--- src/rtl/regfile_op_sequencer_if.sv ---
// Command and register-file port bundle for regfile_op_sequencer.
// Optional flag outputs zero_o/carry_o exist only when REGSEQ_FLAGS_EN is defined.
interface regfile_op_sequencer_if #(
   parameter int unsigned DATA_W = 16,
   parameter int unsigned ADDR_W = 4
);
   logic              cmd_valid_i;
   logic              cmd_ready_o;
   logic [2:0]        cmd_op_i;
   logic [ADDR_W-1:0] cmd_rd_i;
   logic [ADDR_W-1:0] cmd_rs1_i;
   logic [ADDR_W-1:0] cmd_rs2_i;
   logic [ADDR_W-1:0] rd1_addr_o;
   logic [ADDR_W-1:0] rd2_addr_o;
   logic [DATA_W-1:0] rd1_data_i;
   logic [DATA_W-1:0] rd2_data_i;
   logic              wr_en_o;
   logic [ADDR_W-1:0] wr_addr_o;
   logic [DATA_W-1:0] wr_data_o;
   logic              done_o;
`ifdef REGSEQ_FLAGS_EN
   logic              zero_o;
   logic              carry_o;
`endif

   // Environment side: command source plus the register file's read data.
   modport master (
      output cmd_valid_i, cmd_op_i, cmd_rd_i, cmd_rs1_i, cmd_rs2_i, rd1_data_i, rd2_data_i,
      input  cmd_ready_o, rd1_addr_o, rd2_addr_o, wr_en_o, wr_addr_o, wr_data_o, done_o
`ifdef REGSEQ_FLAGS_EN
      , input zero_o, carry_o
`endif
   );

   modport slave (
      input  cmd_valid_i, cmd_op_i, cmd_rd_i, cmd_rs1_i, cmd_rs2_i, rd1_data_i, rd2_data_i,
      output cmd_ready_o, rd1_addr_o, rd2_addr_o, wr_en_o, wr_addr_o, wr_data_o, done_o
`ifdef REGSEQ_FLAGS_EN
      , output zero_o, carry_o
`endif
   );
endinterface

--- src/rtl/regfile_op_sequencer.sv ---
// Four-phase (IDLE/READ/EXEC/WRITE) ALU sequencer in front of a 2R/1W register file.
// Define REGSEQ_FLAGS_EN to add registered zero_o/carry_o flags.
module regfile_op_sequencer #(
   parameter int unsigned DATA_W = 16,
   parameter int unsigned ADDR_W = 4
) (
   input  logic                  clk_i,
   input  logic                  rst_i,
   regfile_op_sequencer_if.slave bus
);
   typedef enum logic [1:0] {ST_IDLE, ST_READ, ST_EXEC, ST_WRITE} state_e;
   typedef enum logic [2:0] {
      OP_ADD = 3'b000, OP_SUB = 3'b001, OP_AND = 3'b010, OP_OR  = 3'b011,
      OP_XOR = 3'b100, OP_MOV = 3'b101, OP_SHL = 3'b110, OP_NOP = 3'b111
   } op_e;

   state_e            state_q, state_d;
   op_e               op_q, op_d;
   logic              ready_q, ready_d;
   logic [ADDR_W-1:0] rd1_addr_q, rd1_addr_d;
   logic [ADDR_W-1:0] rd2_addr_q, rd2_addr_d;
   logic              wr_en_q, wr_en_d;
   logic [ADDR_W-1:0] wr_addr_q, wr_addr_d;
   logic [DATA_W-1:0] wr_data_q, wr_data_d;
   logic              done_q, done_d;
`ifdef REGSEQ_FLAGS_EN
   logic              zero_q, zero_d;
   logic              carry_q, carry_d;
`endif

   // Result in the low DATA_W bits, carry/borrow/shifted-out bit on top.
   logic [DATA_W:0]   alu_w;
   logic [DATA_W-1:0] a, b;

   always_comb begin
      a     = bus.rd1_data_i;
      b     = bus.rd2_data_i;
      alu_w = '0;
      case (op_q)
         OP_ADD:  alu_w = {1'b0, a} + {1'b0, b};
         OP_SUB:  alu_w = {1'b0, a} - {1'b0, b};
         OP_AND:  alu_w = {1'b0, a & b};
         OP_OR:   alu_w = {1'b0, a | b};
         OP_XOR:  alu_w = {1'b0, a ^ b};
         OP_MOV:  alu_w = {1'b0, a};
         OP_SHL:  alu_w = {a, 1'b0};
         default: alu_w = '0;
      endcase
   end

   always_comb begin
      state_d    = state_q;
      op_d       = op_q;
      rd1_addr_d = rd1_addr_q;
      rd2_addr_d = rd2_addr_q;
      wr_addr_d  = wr_addr_q;
      wr_data_d  = wr_data_q;
      wr_en_d    = 1'b0;
      done_d     = 1'b0;
`ifdef REGSEQ_FLAGS_EN
      zero_d     = zero_q;
      carry_d    = carry_q;
`endif
      case (state_q)
         ST_IDLE: begin
            if (bus.cmd_valid_i && ready_q) begin
               op_d       = op_e'(bus.cmd_op_i);
               rd1_addr_d = bus.cmd_rs1_i;
               rd2_addr_d = bus.cmd_rs2_i;
               wr_addr_d  = bus.cmd_rd_i;
               state_d    = ST_READ;
            end
         end
         ST_READ: state_d = ST_EXEC;
         ST_EXEC: begin
            // Outputs are registered, so the WRITE-cycle strobes are set on the EXEC closing edge.
            state_d   = ST_WRITE;
            wr_data_d = alu_w[DATA_W-1:0];
            wr_en_d   = (op_q != OP_NOP);
            done_d    = 1'b1;
`ifdef REGSEQ_FLAGS_EN
            if (op_q != OP_NOP) begin
               zero_d  = (alu_w[DATA_W-1:0] == '0);
               carry_d = alu_w[DATA_W];
            end
`endif
         end
         ST_WRITE: state_d = ST_IDLE;
         default:  state_d = ST_IDLE;
      endcase
      ready_d = (state_d == ST_IDLE);
   end

   always_ff @(posedge clk_i) begin
      if (rst_i) begin
         state_q    <= ST_IDLE;
         op_q       <= OP_NOP;
         ready_q    <= 1'b0;
         rd1_addr_q <= '0;
         rd2_addr_q <= '0;
         wr_en_q    <= 1'b0;
         wr_addr_q  <= '0;
         wr_data_q  <= '0;
         done_q     <= 1'b0;
`ifdef REGSEQ_FLAGS_EN
         zero_q     <= 1'b0;
         carry_q    <= 1'b0;
`endif
      end else begin
         state_q    <= state_d;
         op_q       <= op_d;
         ready_q    <= ready_d;
         rd1_addr_q <= rd1_addr_d;
         rd2_addr_q <= rd2_addr_d;
         wr_en_q    <= wr_en_d;
         wr_addr_q  <= wr_addr_d;
         wr_data_q  <= wr_data_d;
         done_q     <= done_d;
`ifdef REGSEQ_FLAGS_EN
         zero_q     <= zero_d;
         carry_q    <= carry_d;
`endif
      end
   end

   assign bus.cmd_ready_o = ready_q;
   assign bus.rd1_addr_o  = rd1_addr_q;
   assign bus.rd2_addr_o  = rd2_addr_q;
   assign bus.wr_en_o     = wr_en_q;
   assign bus.wr_addr_o   = wr_addr_q;
   assign bus.wr_data_o   = wr_data_q;
   assign bus.done_o      = done_q;
`ifdef REGSEQ_FLAGS_EN
   assign bus.zero_o      = zero_q;
   assign bus.carry_o     = carry_q;
`endif
endmodule

--- src/flat_wrapper.sv ---
// flat-port wrapper written by rule: the top's interface ports become plain ports
module regfile_op_sequencer_flat 
#(
   parameter int unsigned DATA_W = 16,
   parameter int unsigned ADDR_W = 4
)
  (clk_i, rst_i, bus_cmd_valid_i, bus_cmd_op_i, bus_cmd_rd_i, bus_cmd_rs1_i, bus_cmd_rs2_i, bus_rd1_data_i, bus_rd2_data_i, bus_cmd_ready_o, bus_rd1_addr_o, bus_rd2_addr_o, bus_wr_en_o, bus_wr_addr_o, bus_wr_data_o, bus_done_o);
  regfile_op_sequencer_if #(.DATA_W(DATA_W), .ADDR_W(ADDR_W)) bus_i ();
  input  logic clk_i;
  input  logic rst_i;
  input wire logic [$bits(bus_i.cmd_valid_i)-1:0] bus_cmd_valid_i;
  input wire logic [$bits(bus_i.cmd_op_i)-1:0] bus_cmd_op_i;
  input wire logic [$bits(bus_i.cmd_rd_i)-1:0] bus_cmd_rd_i;
  input wire logic [$bits(bus_i.cmd_rs1_i)-1:0] bus_cmd_rs1_i;
  input wire logic [$bits(bus_i.cmd_rs2_i)-1:0] bus_cmd_rs2_i;
  input wire logic [$bits(bus_i.rd1_data_i)-1:0] bus_rd1_data_i;
  input wire logic [$bits(bus_i.rd2_data_i)-1:0] bus_rd2_data_i;
  output wire logic [$bits(bus_i.cmd_ready_o)-1:0] bus_cmd_ready_o;
  output wire logic [$bits(bus_i.rd1_addr_o)-1:0] bus_rd1_addr_o;
  output wire logic [$bits(bus_i.rd2_addr_o)-1:0] bus_rd2_addr_o;
  output wire logic [$bits(bus_i.wr_en_o)-1:0] bus_wr_en_o;
  output wire logic [$bits(bus_i.wr_addr_o)-1:0] bus_wr_addr_o;
  output wire logic [$bits(bus_i.wr_data_o)-1:0] bus_wr_data_o;
  output wire logic [$bits(bus_i.done_o)-1:0] bus_done_o;
  assign bus_i.cmd_valid_i = bus_cmd_valid_i;
  assign bus_i.cmd_op_i = bus_cmd_op_i;
  assign bus_i.cmd_rd_i = bus_cmd_rd_i;
  assign bus_i.cmd_rs1_i = bus_cmd_rs1_i;
  assign bus_i.cmd_rs2_i = bus_cmd_rs2_i;
  assign bus_i.rd1_data_i = bus_rd1_data_i;
  assign bus_i.rd2_data_i = bus_rd2_data_i;
  assign bus_cmd_ready_o = bus_i.cmd_ready_o;
  assign bus_rd1_addr_o = bus_i.rd1_addr_o;
  assign bus_rd2_addr_o = bus_i.rd2_addr_o;
  assign bus_wr_en_o = bus_i.wr_en_o;
  assign bus_wr_addr_o = bus_i.wr_addr_o;
  assign bus_wr_data_o = bus_i.wr_data_o;
  assign bus_done_o = bus_i.done_o;
  regfile_op_sequencer #(.DATA_W(DATA_W), .ADDR_W(ADDR_W)) u_core (.clk_i(clk_i), .rst_i(rst_i), .bus(bus_i));
endmodule
--- config.mk ---
export PLATFORM = sky130hd
export DESIGN_NAME = regfile_op_sequencer_flat
export DESIGN_NICKNAME = d
export VERILOG_FILES = /design/src/rtl/regfile_op_sequencer_if.sv /design/src/rtl/regfile_op_sequencer.sv /design/src/flat_wrapper.sv
export SDC_FILE = /design/constraint.sdc
export NUM_CORES = 1
export LEC_CHECK = 0
export ABC_CLOCK_PERIOD_IN_PS = 5800
export CORE_MARGIN = 10
export CORE_UTILIZATION = 40
export DETAILED_ROUTE_END_ITERATION = 6
export PLACE_DENSITY_LB_ADDON = 0.2
export SLEW_MARGIN = 0
export SYNTH_ARGS = -nofsm -noshare
export SYNTH_HDL_FRONTEND = slang
export SYNTH_SLANG_ARGS = --single-unit
export TNS_END_PERCENT = 30
--- constraint.sdc ---
create_clock -name clk_i -period 5.8 [get_ports clk_i]
set_clock_uncertainty 0.05 [all_clocks]
set_input_delay 0.87 -clock clk_i [delete_from_list [all_inputs] [get_ports clk_i]]
set_output_delay 0.87 -clock clk_i [all_outputs]
set_load 0.05 [all_outputs]
==> impl_metrics.csv, run 1 <==
group,metric,value,unit
timing,worst_pin_slew,0.993,ns
critical_path,ff2ff_path_depth,11,
timing,finalSetupTns,0,ns
critical_path,crit_path_max_incr_delay,0.49,ns
critical_path,path_class,"primary input to flip-flop",
clock_tree,htree_levels,2,
flow_run,drv_cap,0,
power,power.density,257,mW/mm2
synth,async_reset_ff_share,0,%
grt,antenna_found_initial,0,
power,p_leak,0.00189,uW
timing,slew_headroom,33.5,%
floorplan,dieArea,0.0127,mm2
synth,synth_nets,552,
clock_tree,worst_skew_pair.late_latency,0.29,ns
finish,fin_nets,621,
finish,multi_input_area,0.00245,mm2
critical_path,regToRegSetupSlack,2.50,ns
synth,synth_commonest_cells,"nand2_1 (55), a21oi_1 (51), ha_1 (50)",
placement,dp.cells,618,
timing,period_share,68.1,%
routing,firstDrtPassIters,4,
placement,dpl.hpwl,7.82,mm
synth,synth_area_leaders,"dfxtp_1 (21%), ha_1 (18%), a21oi_1 (7.4%)",
synth,ys_warn_count,0,
critical_path,cp.required,5.92,ns
floorplan,core,0.00830,mm2
placement,gp_congestion,0.883,
synth,netlist_instances,451,
finish,area_growth,28.6,%
routing,drt-total-wl,10.4,mm
routing,remaining_drc_errors,0,
synth,netlist.area_leader.share,21.0,%
grt,gr-usage-all-layers,15.9,%
finish,final_cells,626,
clock_tree,post-cts-setup-buffers,0,
floorplan,initial_core_util,41.4,%
synth,synth_cell_types,51,
clock_tree,cts.reportedPaths.clkPinSlew,0.09,ns
floorplan,die_x,113,um
floorplan,die_height,113,um
finish,drive_above_1_share,5.37,%
finish,final_area,0.00442,mm2
timing,period_minus_slack,3.95,ns
routing,drt-initial-drc-count,169,
critical_path,cp_slowest_cell,"clkdlybuf4s50_1",
grt,grt_pass1_vias,3475,
critical_path,cp_max_fo,4,
synth,syn-cell-area,0.00343,mm2
clock_tree,cts_sinks,36,
synth,synth-edff-count,0,
synth,yosysTopAreaCell,"dfxtp_1",
clock_tree,cts_tree,"built",
synth,synth_most_common_cell,"nand2_1",
timing,slew_violations,0,
synth,synth_flop_cell,"dfxtp_1",
clock_tree,cts_root_buf,"clkbuf_8",
clock_tree,cts_hold_buf,0,
clock_tree,clockBufferDepth,2,
outcome,status,"complete, no violations",
min_path,min_path_cells,2,
critical_path,start_kind,"primary input",
finish,antenna_cells,0,
timing,max_freq,253,MHz
critical_path,arrival,4.07,ns
critical_path,crit_top_cell,"xnor2_1",
timing,hold_viol,0,
grt,overflow,0,
finish,fin_util,53.2,%
timing,setup-violations-final,0,
min_path,hold_start,"u_core.bus.wr_addr_o[2]",
synth,ys_ff_latch,36,
finish,fillCellCount,790,
critical_path,regToRegStartpoint,"u_core.op_q[1]",
routing,num_vias,3450,
grt,grt_pass1_wl,17.4,mm
finish,register_area,721,um2
min_path,holdPathEnd,"u_core.bus.wr_addr_o[2]",
min_path,hold_class,"flip-flop to flip-flop",
synth,ys_seq_area_share,21.0,%
clock_tree,cts_buffers,5,
critical_path,path_cells,"clkdlybuf4s50_1 -> nor3_1 -> nand4_1 -> o41ai_1 -> xnor2_1 -> ha_1 -> a21oi_1 -> o21ai_0 -> o31a_1 -> a311o_1 -> xnor2_1 -> o21ai_1",
critical_path,critical_path.endpoint_type,"flip-flop",
critical_path,r2r_end,"u_core.bus.wr_data_o[14]",
floorplan,rows,33,
routing,vias_per_cell,5.51,
placement,place_area,0.00431,mm2
synth,avgSynthCellArea,7.62,um2
routing,wl_per_cell,16.7,um
timing,rsz0062_at_grt,"no",
routing,postRouteAntennaNets,0,
placement,io_buffer_count,80,
clock_tree,cts_resized,0,
floorplan,ios,81,
power,vdd_drop_max,0.191,mV
grt,grt_max_degree,38,
## layout make-up
class / instances / share of cell area (%)
clock buffer: 5 / 1.56
sequential: 36 / 16.3
inverter: 45 / 3.82
timing repair buffer: 84 / 18.8
multi-input combinational: 348 / 55.6
clock inverter: 3 / 0.963
tap: 105 / 2.97
## where the power goes
group / total [uW] / switching (uW) / internal [uW]
Clock: 233 / 106 / 127
Sequential: 296 / 16.1 / 279
Combinational: 608 / 376 / 232
Total: 1140 / 498 / 639
## worst max-delay path by stage
stage	endpoint	slack, ns	cells after the start	from
6_report	u_core.bus.wr_data_o[15]	1.85	12	bus_rd2_data_i[5]
4_1_cts	u_core.bus.wr_data_o[15]	1.89	12	bus_rd2_data_i[5]
2_1_floorplan	u_core.bus.wr_data_o[15]	2.42	9	bus_rd2_data_i[10]
3_3_place_gp	u_core.bus.wr_data_o[15]	1.75	12	bus_rd2_data_i[5]
3_5_place_dp	u_core.bus.wr_data_o[15]	1.68	12	bus_rd2_data_i[5]
5_1_grt	u_core.bus.wr_data_o[15]	1.63	12	bus_rd2_data_i[5]
## logic make-up after synthesis
| group | count (synthesis) | share of synthesized area, % |
|---|---|---|
| AND/OR/NAND/NOR | 120 | 16.4 |
| multiplexers | 13 | 4.12 |
| adder cells (fa/ha/maj) | 51 | 18.8 |
| buffers and inverters | 67 | 7.61 |
| XOR/XNOR | 25 | 6.59 |
| flip-flops | 36 | 21.0 |
| AO/OA/AOI/OAI | 139 | 25.5 |
## cell usage in the layout (no fill, tap or decap), drive strengths merged, types with 2 or more instances in the layout
master         netlist  final
nor3b                2      2
a21oi               51     51
clkbuf              14      5
a221o                4      4
a22oi                2      2
xnor2               18     18
xor2                 7      7
or4                  2      2
nor2                23     23
nand4                2      2
dfxtp               36     36
clkdlybuf4s50        0     80
nand3b               4      4
nand3                4      4
mux2i                4      4
a221oi              10     10
inv                 45     45
o221ai               4      4
buf                  8      4
a211oi               8      8
o311ai               2      2
and3                 3      3
nor3                11     11
a21o                 4      4
nand2               55     55
o31ai                2      2
nand2b               5      5
o21ai               35     35
nor2b                5      5
ha                  50     50
mux2                 9      9
a31oi                3      3
a32oi                4      4
## sequential cells by signal, indices dropped and copies added, names as in the netlist
name	flops
u_core.bus.wr_data_o	16
u_core.op_q	3
u_core.bus.wr_addr_o	4
u_core.bus.done_o	1
u_core.bus.wr_en_o	1
u_core.state_q	2
u_core.bus.cmd_ready_o	1
u_core.bus.rd1_addr_o	4
u_core.bus.rd2_addr_o	4
## metal layers
layer  routed length (um)  vias to the layer above  part of all wire, %  global-route usage (%)
met1                 4820                     1594                   46                    19.9
met2                 4780                      108                   46                    26.7
li1                     -                     1738                    -                       -
met4                  101                        0                 0.97                    2.96
met5                    0                        -                    0                       0
met3                  735                       10                  7.0                    4.63
## stage by stage
stage	hold WS (ns)	setup WS, ns	total power (uW)
after floorplan	0.474	2.42	726
after global placement	0.388	1.75	900
after detailed placement	0.398	1.68	906
after CTS	0.409	1.89	1140
after global routing	0.426	1.63	1220
final	0.408	1.85	1140
## critical path, delay by kind of cell
family                   cells  cell delay, ns
AO/OA/AOI/OAI                6            1.41
XOR/XNOR                     2            0.35
buffers and inverters        1            0.49
AND/OR/NAND/NOR              2            0.66
adder cells (fa/ha/maj)      1            0.29
No activity file was read; power rests on OpenSTA's default activity.
==> run 2, diff against run 1 <==
- ABC_CLOCK_PERIOD_IN_PS: 5800 -> 3910
- clock period: 5.8 -> 3.91 ns (I/O delays scaled with it)
==> run 2 against run 1 <==
Net effect:
- clock power is 58% higher
- final cell count is 1.6% higher
- register-to-register slack got worse by 1.7 ns
- power is 51% higher
- setup slack worse by 1.4 ns
- non-clock buffer count rose by 10
- core utilization rose by 0.92 points
- largest power group unchanged
==> impl_metrics.csv, run 2 (synthesized netlist as in run 1, its figures left out) <==
group,metric,value,unit
clock_tree,cts_resized,0,
grt,antenna_found_initial,0,
finish,mostFrequentLayoutCell,"clkdlybuf4s50_1",
timing,slew_violations,0,
routing,drt-total-wl,10.6,mm
grt,grt_max_degree,29,
min_path,hold_class,"flip-flop to flip-flop",
finish,largest_reg_flops,16,
timing,worst_pin_slew,0.697,ns
grt,grt_pass1_wl,17.4,mm
critical_path,cp_max_fo,4,
routing,drt-initial-drc-count,187,
placement,preCtsSetupSlack,0.122,ns
routing,postRouteAntennaNets,0,
floorplan,core,0.00830,mm2
clock_tree,cts_buffers,5,
clock_tree,cts.reportedPaths.clkPinSlew,0.10,ns
finish,fin_nets,631,
floorplan,dieArea,0.0127,mm2
power,vdd_drop_max,0.225,mV
finish,final_cells,636,
clock_tree,htree_levels,2,
timing,finalSetupTns,0,ns
finish,fillCellCount,799,
routing,num_vias,3501,
finish,final_cell_mix,"clkdlybuf4s50_1 (80), nand2_1 (55), a21oi_1 (51), ha_1 (50), inv_1 (45)",
timing,max_freq,287,MHz
clock_tree,post-cts-setup-buffers,0,
placement,gp_congestion,0.877,
clock_tree,cts_root_buf,"clkbuf_8",
routing,dr_wl_met3,834,um
finish,antenna_cells,0,
placement,dpl.hpwl,8.07,mm
finish,multi_input_area,0.00245,mm2
floorplan,die_height,113,um
finish,final_area,0.00449,mm2
timing,setup-violations-final,0,
placement,place_area,0.00438,mm2
routing,remaining_drc_errors,0,
critical_path,cp.required,4.05,ns
routing,dr.max_layer_used,"met4",
power,power.density,383,mW/mm2
grt,overflow,0,
floorplan,rows,33,
timing,period_minus_slack,3.49,ns
timing,period_share,89.3,%
routing,dr_wl_met2,4.82,mm
grt,grt_pass1_vias,3534,
routing,wl_per_cell,16.6,um
floorplan,die_x,113,um
placement,dp.cells,628,
critical_path,start_kind,"primary input",
finish,drive_above_1_share,6.97,%
power,p_leak,0.00194,uW
clock_tree,cts_sinks,36,
clock_tree,worst_skew_pair.late_latency,0.30,ns
flow_run,drv_cap,0,
clock_tree,clockBufferDepth,2,
grt,gr-usage-all-layers,16.2,%
critical_path,path_class,"primary input to flip-flop",
finish,area_growth,30.9,%
critical_path,critical_path.endpoint_type,"flip-flop",
routing,vias_per_cell,5.50,
timing,hold_viol,0,
floorplan,ios,81,
timing,slew_headroom,53.5,%
critical_path,arrival,3.63,ns
finish,register_area,721,um2
placement,io_buffer_count,80,
floorplan,initial_core_util,41.4,%
outcome,status,"complete, no violations",
timing,rsz0062_at_grt,"no",
timing,postLayoutSetupSlackWorst,0.420,ns
routing,wl_met1,4.74,mm
routing,firstDrtPassIters,4,
clock_tree,cts_tree,"built",
clock_tree,cts_hold_buf,0,
[run 2: power by group]
group          internal, uW  switching [uW]
clock                   193             174
sequential              415            24.2
combinational           354             562
total                   962             760
[run 2: layout make-up]
type / instances / area share (%)
multi-input cells: 348 / 54.6
repair buffers: 94 / 20.2
flip-flops and latches: 36 / 16.0
inverters: 45 / 3.76
well taps: 105 / 2.92
clock buffers: 5 / 1.53
clock inverters: 3 / 1.03
[run 2: critical path, cell delays in order]
cell and delay, ns:
clkdlybuf4s50_1 0.44, nor3_1 0.35, nand4_1 0.27, o41ai_1 0.37, xnor2_1 0.17, ha_1 0.29
a21oi_1 0.16, o21ai_0 0.16, o31a_1 0.27, a311o_1 0.33, xnor2_1 0.15, o21ai_1 0.07
[run 2: worst paths after layout]
kind	from	slack, ns	depth (start not counted)	endpoint
setup reg to reg	u_core.op_q[0]	0.76	11	u_core.bus.wr_data_o[14]
hold / removal	u_core.bus.rd2_addr_o[1]	0.41	2	u_core.bus.rd2_addr_o[1]
hold reg to reg	u_core.bus.rd2_addr_o[1]	0.41	2	u_core.bus.rd2_addr_o[1]
setup / recovery	bus_rd2_data_i[4]	0.42	12	u_core.bus.wr_data_o[15]
[run 2: layer usage]
metal  up-vias  GRT usage [%]
met5         -              0
met4         0           4.15
met3        13           4.26
met2       106           26.8
met1      1622           20.3
li1       1760              -
[run 2: through the flow]
step | total power (uW) | hold WS [ns] | utilization, %
after floorplan | 1080 | 0.474 | -
after global placement | 1340 | 0.390 | 52.8
after detailed placement | 1360 | 0.396 | 52.8
after CTS | 1730 | 0.408 | 54.2
after global routing | 1850 | 0.424 | 54.2
final | 1720 | 0.406 | 54.2
==> run 3, diff against run 2 <==
--- a/config.mk
+++ b/config.mk
@@ -10,4 +10,5 @@
 export CORE_UTILIZATION = 40
 export DETAILED_ROUTE_END_ITERATION = 6
+export HOLD_SLACK_MARGIN = 0.15
 export PLACE_DENSITY_LB_ADDON = 0.2
 export SLEW_MARGIN = 0
==> constraint.sdc (replaced) <==
create_clock -name clk_i -period 3.91 [get_ports clk_i]
set_clock_uncertainty 0.05 [all_clocks]
set_input_delay 0.9775 -clock clk_i [delete_from_list [all_inputs] [get_ports clk_i]]
set_output_delay 0.9775 -clock clk_i [all_outputs]
set_load 0.05 [all_outputs]
==> run 3 against run 2 <==
Net effect:
- non-clock buffer count rose by 34
- die area is the same
- final cell count grew 5.3%
- core utilization increased by 3.2 points
- global-route usage is 0.24 points higher
- count of clock-buffer cells in the layout stayed put
- wire length rose by 2.6%
- critical path type unchanged
==> impl_metrics.csv, run 3 (synthesized netlist as in run 1, its figures left out) <==
group,metric,value,unit
outcome,status,"complete, no violations",
power,power.density,358,mW/mm2
flow_run,drv_cap,0,
floorplan,die_height,113,um
routing,drt-initial-drc-count,207,
critical_path,start_kind,"primary input",
grt,grt_pass1_vias,3703,
critical_path,critical_path.endpoint_type,"flip-flop",
timing,slew_violations,0,
critical_path,cp_slowest_cell,"clkdlybuf4s50_1",
finish,fillCellCount,759,
grt,grt_max_degree,29,
finish,antenna_cells,0,
critical_path,path_buf_inv,3,
placement,preCtsSetupSlack,-0.188,ns
finish,drive_above_1_share,13.5,%
critical_path,path_cells,"clkdlybuf4s50_1 -> nor3_1 -> buf_4 -> nand4_1 -> buf_4 -> o31ai_2 -> xnor2_1 -> ha_1 -> a211o_1 -> o31a_1 -> a311o_1 -> xnor2_1 -> o21ai_1",
finish,fin_util,57.3,%
critical_path,path_class,"primary input to flip-flop",
routing,wl_per_cell,16.2,um
finish,register_area,721,um2
min_path,hold_class,"flip-flop to flip-flop",
timing,slew_headroom,52.2,%
routing,num_vias,3663,
clock_tree,worst_skew_pair.late_latency,0.30,ns
finish,final_cell_mix,"clkdlybuf4s50_1 (79), nand2_1 (55), a21oi_1 (50), ha_1 (49), buf_4 (48)",
floorplan,core,0.00830,mm2
clock_tree,cts_hold_buf,0,
grt,grt_pass1_wl,17.9,mm
timing,postLayoutSetupSlackWorst,0.136,ns
clock_tree,htree_levels,2,
placement,gp_congestion,0.922,
clock_tree,clockBufferDepth,2,
clock_tree,cts_sinks,36,
routing,remaining_drc_errors,0,
critical_path,critPathTopFamily,"compound AO/OA/AOI/OAI gates",
critical_path,crit_path_max_incr_delay,0.43,ns
grt,grt_use_met3,4.26,%
finish,fin_nets,665,
power,p_leak,0.00211,uW
clock_tree,cts.reportedPaths.clkPinSlew,0.09,ns
timing,period_share,96.5,%
clock_tree,cts_root_buf,"clkbuf_8",
grt,antenna_found_initial,0,
critical_path,cp_max_fo,3,
routing,vias_per_cell,5.47,
grt,gr-usage-all-layers,16.5,%
finish,area_growth,38.5,%
placement,dpl.hpwl,8.31,mm
timing,rsz0062_at_grt,"no",
critical_path,arrival,3.90,ns
clock_tree,cts_tree,"built",
finish,largest_reg_flops,16,
floorplan,die_x,113,um
timing,hold_viol,0,
grt,overflow,0,
timing,setup-violations-final,0,
critical_path,cp.required,4.04,ns
grt,use_met1,20.1,%
grt,grt_util_met2,27.5,%
routing,postRouteAntennaNets,0,
timing,period_minus_slack,3.77,ns
timing,max_freq,265,MHz
timing,worst_pin_slew,0.718,ns
placement,io_buffer_count,80,
floorplan,rows,33,
finish,mostFrequentLayoutCell,"clkdlybuf4s50_1",
clock_tree,cts_buffers,5,
power,vdd_drop_max,0.235,mV
routing,drt-total-wl,10.8,mm
finish,multi_input_area,0.00248,mm2
grt,grt_busiest_layer,"met2",
floorplan,dieArea,0.0127,mm2
floorplan,initial_core_util,41.4,%
floorplan,ios,81,
routing,firstDrtPassIters,5,
[run 3: changes by cell type in the layout (fill, tap and decap cells not counted), sizes merged]
cell,change
buf,+34
bufinv,-1
clkdlybuf4s50,-1
clkinv,+1
dlymetal6s2s,+1
[run 3: through the flow]
stage	power, uW	std cells	hold slack, ns	cell area, um2	setup TNS, ns
2_1_floorplan	1080	451	0.474	3430	0
3_3_place_gp	1390	660	0.391	4620	-0.131
3_5_place_dp	1410	660	0.402	4620	-0.584
4_1_cts	1710	668	0.414	4710	0
5_1_grt	1830	670	0.439	4760	0
6_report	1700	670	0.410	4760	0
[run 3: power by group]
group | internal [uW] | total (uW) | switching, uW
clock | 127 | 290 | 163
combinational | 397 | 973 | 576
sequential | 414 | 438 | 23.3
total | 938 | 1700 | 762
[run 3: timing repair]
action,in CTS,in global routing
buffers inserted,0,2
gates resized for setup,0,8
endpoints found under the setup margin,0,4
[run 3: worst paths after layout]
path,cells past startpoint,slack (ns),end,startpoint
setup / recovery,13,0.14,u_core.bus.wr_data_o[15],bus_rd2_data_i[4]
hold reg to reg,2,0.41,u_core.bus.rd1_addr_o[1],u_core.bus.rd1_addr_o[1]
hold / removal,2,0.41,u_core.bus.rd1_addr_o[1],u_core.bus.rd1_addr_o[1]
setup reg to reg,12,0.75,u_core.bus.wr_data_o[15],u_core.op_q[1]
[run 3: layer usage]
layer,routed length (um),share of wire (%)
met5,0,0
met4,157,1.4
met3,713,6.6
met2,5030,46
met1,4940,46
[run 3: worst register-to-register path, stage by stage (launching register included)]
cell	delay, ns
dfxtp_1	0.32
nor2_1	0.10
buf_4	0.15
and2_1	0.44
a31o_2	0.19
xnor2_1	0.11
ha_1	0.29
a211oi_1	0.28
nor2_1	0.15
or3_1	0.37
a311o_1	0.36
xnor2_1	0.16
o21ai_1	0.07
[run 3: area by class of cell]
cell class	instances	share of cell area [%]
tap	105	2.76
clock inverter	3	0.447
sequential	36	15.2
clock buffer	5	1.45
multi-input combinational	348	52.2
timing repair buffer	128	24.5
inverter	45	3.55
